<file path="config.mk">
export PLATFORM = sky130hd
export DESIGN_NAME = window_3x3
export DESIGN_NICKNAME = d
export VERILOG_FILES = /design/src/rtl/window_pkg.sv /design/src/rtl/window_3x3_win_row_shift.sv /design/src/rtl/window_3x3.sv
export SDC_FILE = /design/constraint.sdc
export NUM_CORES = 1
export LEC_CHECK = 0
export CORE_MARGIN = 2
export CORE_UTILIZATION = 35
export CTS_CLUSTER_DIAMETER = 150
export DETAILED_ROUTE_END_ITERATION = 12
export PLACE_DENSITY = 0.74
export SYNTH_ARGS = -nofsm -noshare
export SYNTH_HDL_FRONTEND = slang
export SYNTH_SLANG_ARGS = --single-unit
</file>
<file path="constraint.sdc">
create_clock -name clk -period 2.8 [get_ports clk]
set_input_delay 0.42 -clock clk [delete_from_list [all_inputs] [get_ports clk]]
set_output_delay 0.42 -clock clk [all_outputs]
set_load 0.05 [all_outputs]
</file>
<file path="src/rtl/window_pkg.sv">
// Shared constants for the 3x3 sliding-window block.
// Window geometry and sum-width growth used by window_3x3 and its row shifter.
package window_pkg;

  localparam int WIN_SIZE   = 3;
  localparam int SUM_GROWTH = 4;

  // Flat bit offset of element (r,c) inside a packed window of w-bit elements.
  function automatic int unsigned win_lsb(input int unsigned r, input int unsigned c,
                                          input int unsigned w);
    return (r * WIN_SIZE + c) * w;
  endfunction

endpackage

</file>
<file path="src/rtl/window_3x3_win_row_shift.sv">
// win_row_shift: one row of the window, a WIN_SIZE-tap enabled shift register.
// Latency: newest tap updates 1 cycle after en. Backpressure: none, shifts on every en.
module win_row_shift
  import window_pkg::*;
#(
  parameter int DATA_WIDTH = 16
) (
  input  logic                           clk,
  input  logic                           rst_n,
  input  logic                           en,
  input  logic [DATA_WIDTH-1:0]          din,
  output logic [WIN_SIZE*DATA_WIDTH-1:0] taps
);

  // Tap 0 (lowest slice) is the oldest column, the top slice the newest.
  always_ff @(posedge clk) begin
    if (!rst_n) begin
      taps <= '0;
    end else if (en) begin
      taps <= {din, taps[WIN_SIZE*DATA_WIDTH-1:DATA_WIDTH]};
    end
  end

endmodule

</file>
<file path="src/rtl/window_3x3.sv">
// window_3x3: 3x3 sliding window over three column-aligned lines; win_sum via WINDOW_3X3_WIN_SUM_EN.
// Latency: 1 cycle from accepted column to win_data/out_valid. Backpressure: none, accepts every in_valid.
module window_3x3
  import window_pkg::*;
#(
  parameter int DATA_WIDTH = 16,
  parameter int LENGTH     = 100,
  parameter int CNT_WIDTH  = 7
) (
  input  logic                            clk,
  input  logic                            rst_n,
  input  logic [DATA_WIDTH-1:0]           in_row_0,
  input  logic [DATA_WIDTH-1:0]           in_row_1,
  input  logic [DATA_WIDTH-1:0]           in_row_2,
  input  logic                            in_valid,
  output logic [9*DATA_WIDTH-1:0]         win_data,
`ifdef WINDOW_3X3_WIN_SUM_EN
  output logic [DATA_WIDTH+SUM_GROWTH-1:0] win_sum,
`endif
  output logic                            out_valid,
  output logic                            out_last
);

  localparam int ROW_W = WIN_SIZE * DATA_WIDTH;
  localparam logic [CNT_WIDTH-1:0] LAST_COL  = CNT_WIDTH'(LENGTH - 1);
  localparam logic [CNT_WIDTH-1:0] FIRST_WIN = CNT_WIDTH'(WIN_SIZE - 1);

  logic [DATA_WIDTH-1:0] row_in [WIN_SIZE];
  logic [CNT_WIDTH-1:0]  col_cnt;
  logic                  col_wrap;

  assign row_in[0] = in_row_0;
  assign row_in[1] = in_row_1;
  assign row_in[2] = in_row_2;

  assign col_wrap = (col_cnt == LAST_COL);

  for (genvar r = 0; r < WIN_SIZE; r++) begin : g_row
    win_row_shift #(
      .DATA_WIDTH (DATA_WIDTH)
    ) u_row (
      .clk   (clk),
      .rst_n (rst_n),
      .en    (in_valid),
      .din   (row_in[r]),
      .taps  (win_data[r*ROW_W +: ROW_W])
    );
  end

  // A window is only complete from the third column of a line onward, so
  // windows never mix the tail of one line with the head of the next.
  always_ff @(posedge clk) begin
    if (!rst_n) begin
      col_cnt   <= '0;
      out_valid <= 1'b0;
      out_last  <= 1'b0;
    end else begin
      out_valid <= in_valid && (col_cnt >= FIRST_WIN);
      out_last  <= in_valid && col_wrap;
      if (in_valid) begin
        col_cnt <= col_wrap ? '0 : col_cnt + 1'b1;
      end
    end
  end

`ifdef WINDOW_3X3_WIN_SUM_EN
  localparam int SUM_W = DATA_WIDTH + SUM_GROWTH;

  logic [SUM_W-1:0] row_sum [WIN_SIZE];
  logic [SUM_W-1:0] sum_nxt;

  // Sum the window as it will look after this shift, so the registered sum
  // lines up with win_data on the same cycle.
  always_comb begin
    sum_nxt = '0;
    for (int r = 0; r < WIN_SIZE; r++) begin
      row_sum[r] = SUM_W'(row_in[r])
                 + SUM_W'(win_data[win_lsb(r, 2, DATA_WIDTH) +: DATA_WIDTH])
                 + SUM_W'(win_data[win_lsb(r, 1, DATA_WIDTH) +: DATA_WIDTH]);
      sum_nxt    = sum_nxt + row_sum[r];
    end
  end

  always_ff @(posedge clk) begin
    if (!rst_n) begin
      win_sum <= '0;
    end else if (in_valid) begin
      win_sum <= sum_nxt;
    end
  end
`endif

endmodule

</file>
==> run_summary.xml <==
<?xml version="1.0" encoding="UTF-8"?>
<metrics>
  <group name="worst_hold_path">
    <metric name="hp-start" unit="">in_valid</metric>
    <metric name="path_type_of_the_worst_min_delay_path" unit="">primary input to register</metric>
    <metric name="holdPathStages" unit="">2</metric>
    <metric name="hold_end" unit="">col_cnt[1]</metric>
  </group>
  <group name="sta">
    <metric name="totalNegativeSetupSlack" unit="ns">0</metric>
    <metric name="layout_worst_path_cycle_share" unit="%">73.3</metric>
    <metric name="final_period_minus_worst_setup_slack" unit="ns">2.05</metric>
    <metric name="rsz0062_at_grt" unit="">false</metric>
    <metric name="setup_viol" unit="">0</metric>
    <metric name="timing.max_slew.rel_slack" unit="%">58.0</metric>
    <metric name="timing.hold.ws" unit="ns">0.424</metric>
    <metric name="tightestPinTransition" unit="ns">0.630</metric>
    <metric name="worst_path_setup_slack_after_routing" unit="ns">0.747</metric>
    <metric name="fmaxAchievable" unit="GHz">0.487</metric>
    <metric name="timing.final.max_slew_violations" unit="">0</metric>
    <metric name="clock_skew" unit="ns">0.00542</metric>
    <metric name="final_hold_viols" unit="">0</metric>
  </group>
  <group name="routing">
    <metric name="first_iter_violations" unit="">102</metric>
    <metric name="detail_route.wl_per_cell" unit="um">13.9</metric>
    <metric name="postRouteWirelength" unit="um">12900</metric>
    <metric name="routed_via_density" unit="">4.46</metric>
    <metric name="firstDrtPassIters" unit="">4</metric>
    <metric name="num_vias" unit="">4131</metric>
    <metric name="route.detailed.drc" unit="">0</metric>
    <metric name="drtAntennaViolNets" unit="">0</metric>
  </group>
  <group name="die">
    <metric name="floorplan.rows" unit="">47</metric>
    <metric name="die_area" unit="mm^2">0.0179</metric>
    <metric name="floorplan.die.width" unit="um">134</metric>
    <metric name="start_util" unit="%">35.6</metric>
    <metric name="placeableCoreArea" unit="mm^2">0.0165</metric>
    <metric name="boundaryPins" unit="">197</metric>
    <metric name="height_of_the_chip" unit="um">134</metric>
  </group>
  <group name="yosys">
    <metric name="synth_nets" unit="">563</metric>
    <metric name="synthSimpleGateAreaFrac" unit="%">17.2</metric>
    <metric name="synth.avg_cell_area" unit="um^2">11.5</metric>
    <metric name="synth_compound_area_share" unit="%">1.15</metric>
    <metric name="synth.lib_cells_used.distinct" unit="">26</metric>
    <metric name="synth-edff-count" unit="">0</metric>
    <metric name="synthMuxAreaShare" unit="%">24.5</metric>
    <metric name="synth_seq_area_share" unit="%">52.1</metric>
    <metric name="synth.cell_area" unit="mm^2">0.00588</metric>
    <metric name="synth.yosys.warnings" unit="">0</metric>
    <metric name="synth_top_family_by_area" unit="">multiplexers</metric>
    <metric name="yosys.area_share.xor_xnor" unit="%">0.595</metric>
    <metric name="synth_ff_type" unit="">dfxtp_1</metric>
    <metric name="synthArstFlopShare" unit="%">0</metric>
    <metric name="ys_ff_latch" unit="">153</metric>
    <metric name="synth_cells" unit="">510</metric>
    <metric name="post_synth_fa_ha_maj_area_fraction" unit="%">0.425</metric>
  </group>
  <group name="cts">
    <metric name="clock_latency" unit="ns">0.42</metric>
    <metric name="clockRootBuffer" unit="">clkbuf_16</metric>
    <metric name="number_of_clock_sinks" unit="">153</metric>
    <metric name="max-clock-path-buffers" unit="">2</metric>
    <metric name="cts_max_level" unit="">4</metric>
    <metric name="cts_inserted_buffers" unit="">17</metric>
    <metric name="tritoncts" unit="">built</metric>
    <metric name="clk_pin_slew_worst_paths" unit="ns">0.06</metric>
    <metric name="post_cts_resize_count" unit="">0</metric>
    <metric name="cts_hold_buf" unit="">0</metric>
    <metric name="cts.repair_timing.setup_buffer_count" unit="">0</metric>
  </group>
  <group name="finish">
    <metric name="area_delta_synth_final" unit="%">46.0</metric>
    <metric name="antennaDiodeCount" unit="">0</metric>
    <metric name="layout.nets" unit="">746</metric>
    <metric name="layout_cells_sized_above_1" unit="%">5.10</metric>
    <metric name="layout.cells.non_filler" unit="">926</metric>
  </group>
  <group name="power_and_ir_drop">
    <metric name="comb_pwr_share" unit="%">13.7</metric>
    <metric name="sw_frac_of_total" unit="%">24.9</metric>
    <metric name="powerDensity" unit="mW/mm^2">649</metric>
    <metric name="share_clk_of_total_power" unit="%">44.7</metric>
    <metric name="sequentialPowerShare" unit="%">41.7</metric>
    <metric name="netSwitchingPower" unit="mW">1.39</metric>
    <metric name="post-layout-total-power" unit="mW">5.57</metric>
    <metric name="power.ir.vdd_worst" unit="V">0.000417</metric>
    <metric name="cellInternalPower" unit="mW">4.19</metric>
    <metric name="leakage" unit="nW">3.39</metric>
  </group>
  <group name="setup_path">
    <metric name="reg2reg_to" unit="">col_cnt[2]</metric>
    <metric name="critical_path.top_delay_family" unit="">buffers and inverters</metric>
    <metric name="timing.setup.critical_path_class" unit="">register to output port</metric>
    <metric name="timing.critical_path.cells" unit="">clkdlybuf4s50_1</metric>
    <metric name="critical_path.startpoint" unit="">g_row[1].u_row.taps[44]</metric>
    <metric name="worst_r2r_path_depth" unit="">4</metric>
    <metric name="timing.critical_path.fanout_max" unit="">3</metric>
    <metric name="setup_crit_end_kind" unit="">output port</metric>
    <metric name="start_kind" unit="">register</metric>
    <metric name="timing.rr.start" unit="">col_cnt[0]</metric>
    <metric name="timing.critical_path.slowest_cell_delay" unit="ns">0.82</metric>
    <metric name="worst_ep_required_time" unit="ns">2.38</metric>
    <metric name="timing.critical_path.arrival" unit="ns">1.63</metric>
    <metric name="reg2reg_setup_slack" unit="ns">1.22</metric>
    <metric name="timing.critical_path.buf_inv" unit="">1</metric>
    <metric name="cpMaxStageDelayCell" unit="">clkdlybuf4s50_1</metric>
  </group>
  <group name="run">
    <metric name="max_cap_violations" unit="">0</metric>
  </group>
  <group name="global_route">
    <metric name="grt_remaining_overflow" unit="">0</metric>
    <metric name="grt_start_max_net_pins" unit="">81</metric>
    <metric name="number_of_antenna_violations_at_the_first_check_in_global_routing" unit="">0</metric>
    <metric name="grt_first_pass_wirelength" unit="um">20900</metric>
    <metric name="first_global_vias" unit="">4141</metric>
    <metric name="grt_usage" unit="%">14.6</metric>
  </group>
  <group name="placement">
    <metric name="placed_cell_count" unit="">894</metric>
    <metric name="portBuffers" unit="">196</metric>
    <metric name="finalWeightedCongestion" unit="">0.722</metric>
    <metric name="dp_slack" unit="ns">1.12</metric>
    <metric name="detailed_place_hpwl" unit="um">8870</metric>
  </group>
  <group name="run_status">
    <metric name="run_status" unit="">completed</metric>
  </group>
</metrics>
metrics by stage:
stage               area, um^2  utilization (%)
floorplan                 5880                -
global placement          7940             48.1
detailed placement        7940             48.1
CTS                       8590             52.0
global route              8590             52.0
finish                    8590             52.0
sequential cells by signal, indices dropped and copies added (netlist names):
register and flops:
g_row.u_row.taps 144, out_last 1, out_valid 1, col_cnt 7
cell usage in the layout (no fill, tap or decap):
cell             synthesis  layout
nor3_1                   1       1
ha_1                     2       2
bufinv_16                0       5
o221a_1                  1       1
clkbuf_8                 0       2
nand4_4                  1       1
clkinv_2                 0       2
clkbuf_1                15       3
mux2i_1                144     144
o41ai_2                  1       1
buf_4                    5       1
o21ai_0                  1       1
a21oi_1                  2       2
inv_6                    0       1
nor2b_1                144     144
inv_1                    1       1
o31a_1                   2       2
clkdlybuf4s50_1          0     194
nand2_1                  4       4
dfxtp_1                153     153
nor4_1                   2       2
clkinv_4                 0       2
nand4_1                  2       2
xnor2_1                  2       2
nand3_1                  1       1
xor2_1                   2       2
or3_1                    1       1
clkbuf_16                0      17
buf_12                   0       3
a211oi_1                 1       1
and2_1                   2       2
nor2_1                   5       5
clkinvlp_4               0       1
kinds of logic after synthesis:
family | after synthesis
AO/OA/AOI/OAI | 8
XOR/XNOR | 4
adder cells (fa/ha/maj) | 2
buffers and inverters | 36
flip-flops | 153
multiplexers | 144
AND/OR/NAND/NOR | 163
power by group through the flow:
stage	clock network, mW	logic, mW	registers, mW
3_5_place_dp	0	0.768	2.37
4_1_cts	2.56	0.770	2.32
5_1_grt	2.65	0.801	2.33
2_1_floorplan	0	0.251	2.62
3_3_place_gp	0	0.756	2.37
6_report	2.49	0.761	2.32
area by class of cell:
type | instances | area, um^2
multi-input combinational | 321 | 2580
sequential | 153 | 3060
fill | 1441 | 7940
inverter | 1 | 3.75
clock buffer | 21 | 450
timing repair buffer | 199 | 2020
clock inverter | 11 | 194
tap | 220 | 275
cells in the mapped netlist (2+ instances only):
master,n,area share [%]
buf_2,4,0.34
buf_6,11,2.1
a21oi_1,2,0.17
nand2_1,4,0.26
nand4_1,2,0.21
mux2i_1,144,25
xnor2_1,2,0.30
and2_1,2,0.21
clkbuf_1,15,0.96
nor4_1,2,0.21
nor2b_1,144,15
o31a_1,2,0.30
dfxtp_1,153,52
ha_1,2,0.43
xor2_1,2,0.30
nor2_1,5,0.32
buf_4,5,0.64
worst max-delay path by stage:
stage | cells past startpoint | to
final | 1 | win_data[92]
after global routing | 1 | win_data[93]
after CTS | 1 | win_data[40]
after detailed placement | 4 | g_row[1].u_row.taps[25]
after global placement | 4 | g_row[2].u_row.taps[33]
after floorplan | 4 | col_cnt[1]
per-layer routing:
metal	vias to the layer above	GRT usage (%)	part of all wire, %
met4	0	6.09	2.1
met1	1906	17.4	43
met2	133	23.6	48
met5	-	0	0
li1	2067	-	-
met3	25	5.56	7.0
Power figures use the tool's default switching activity.
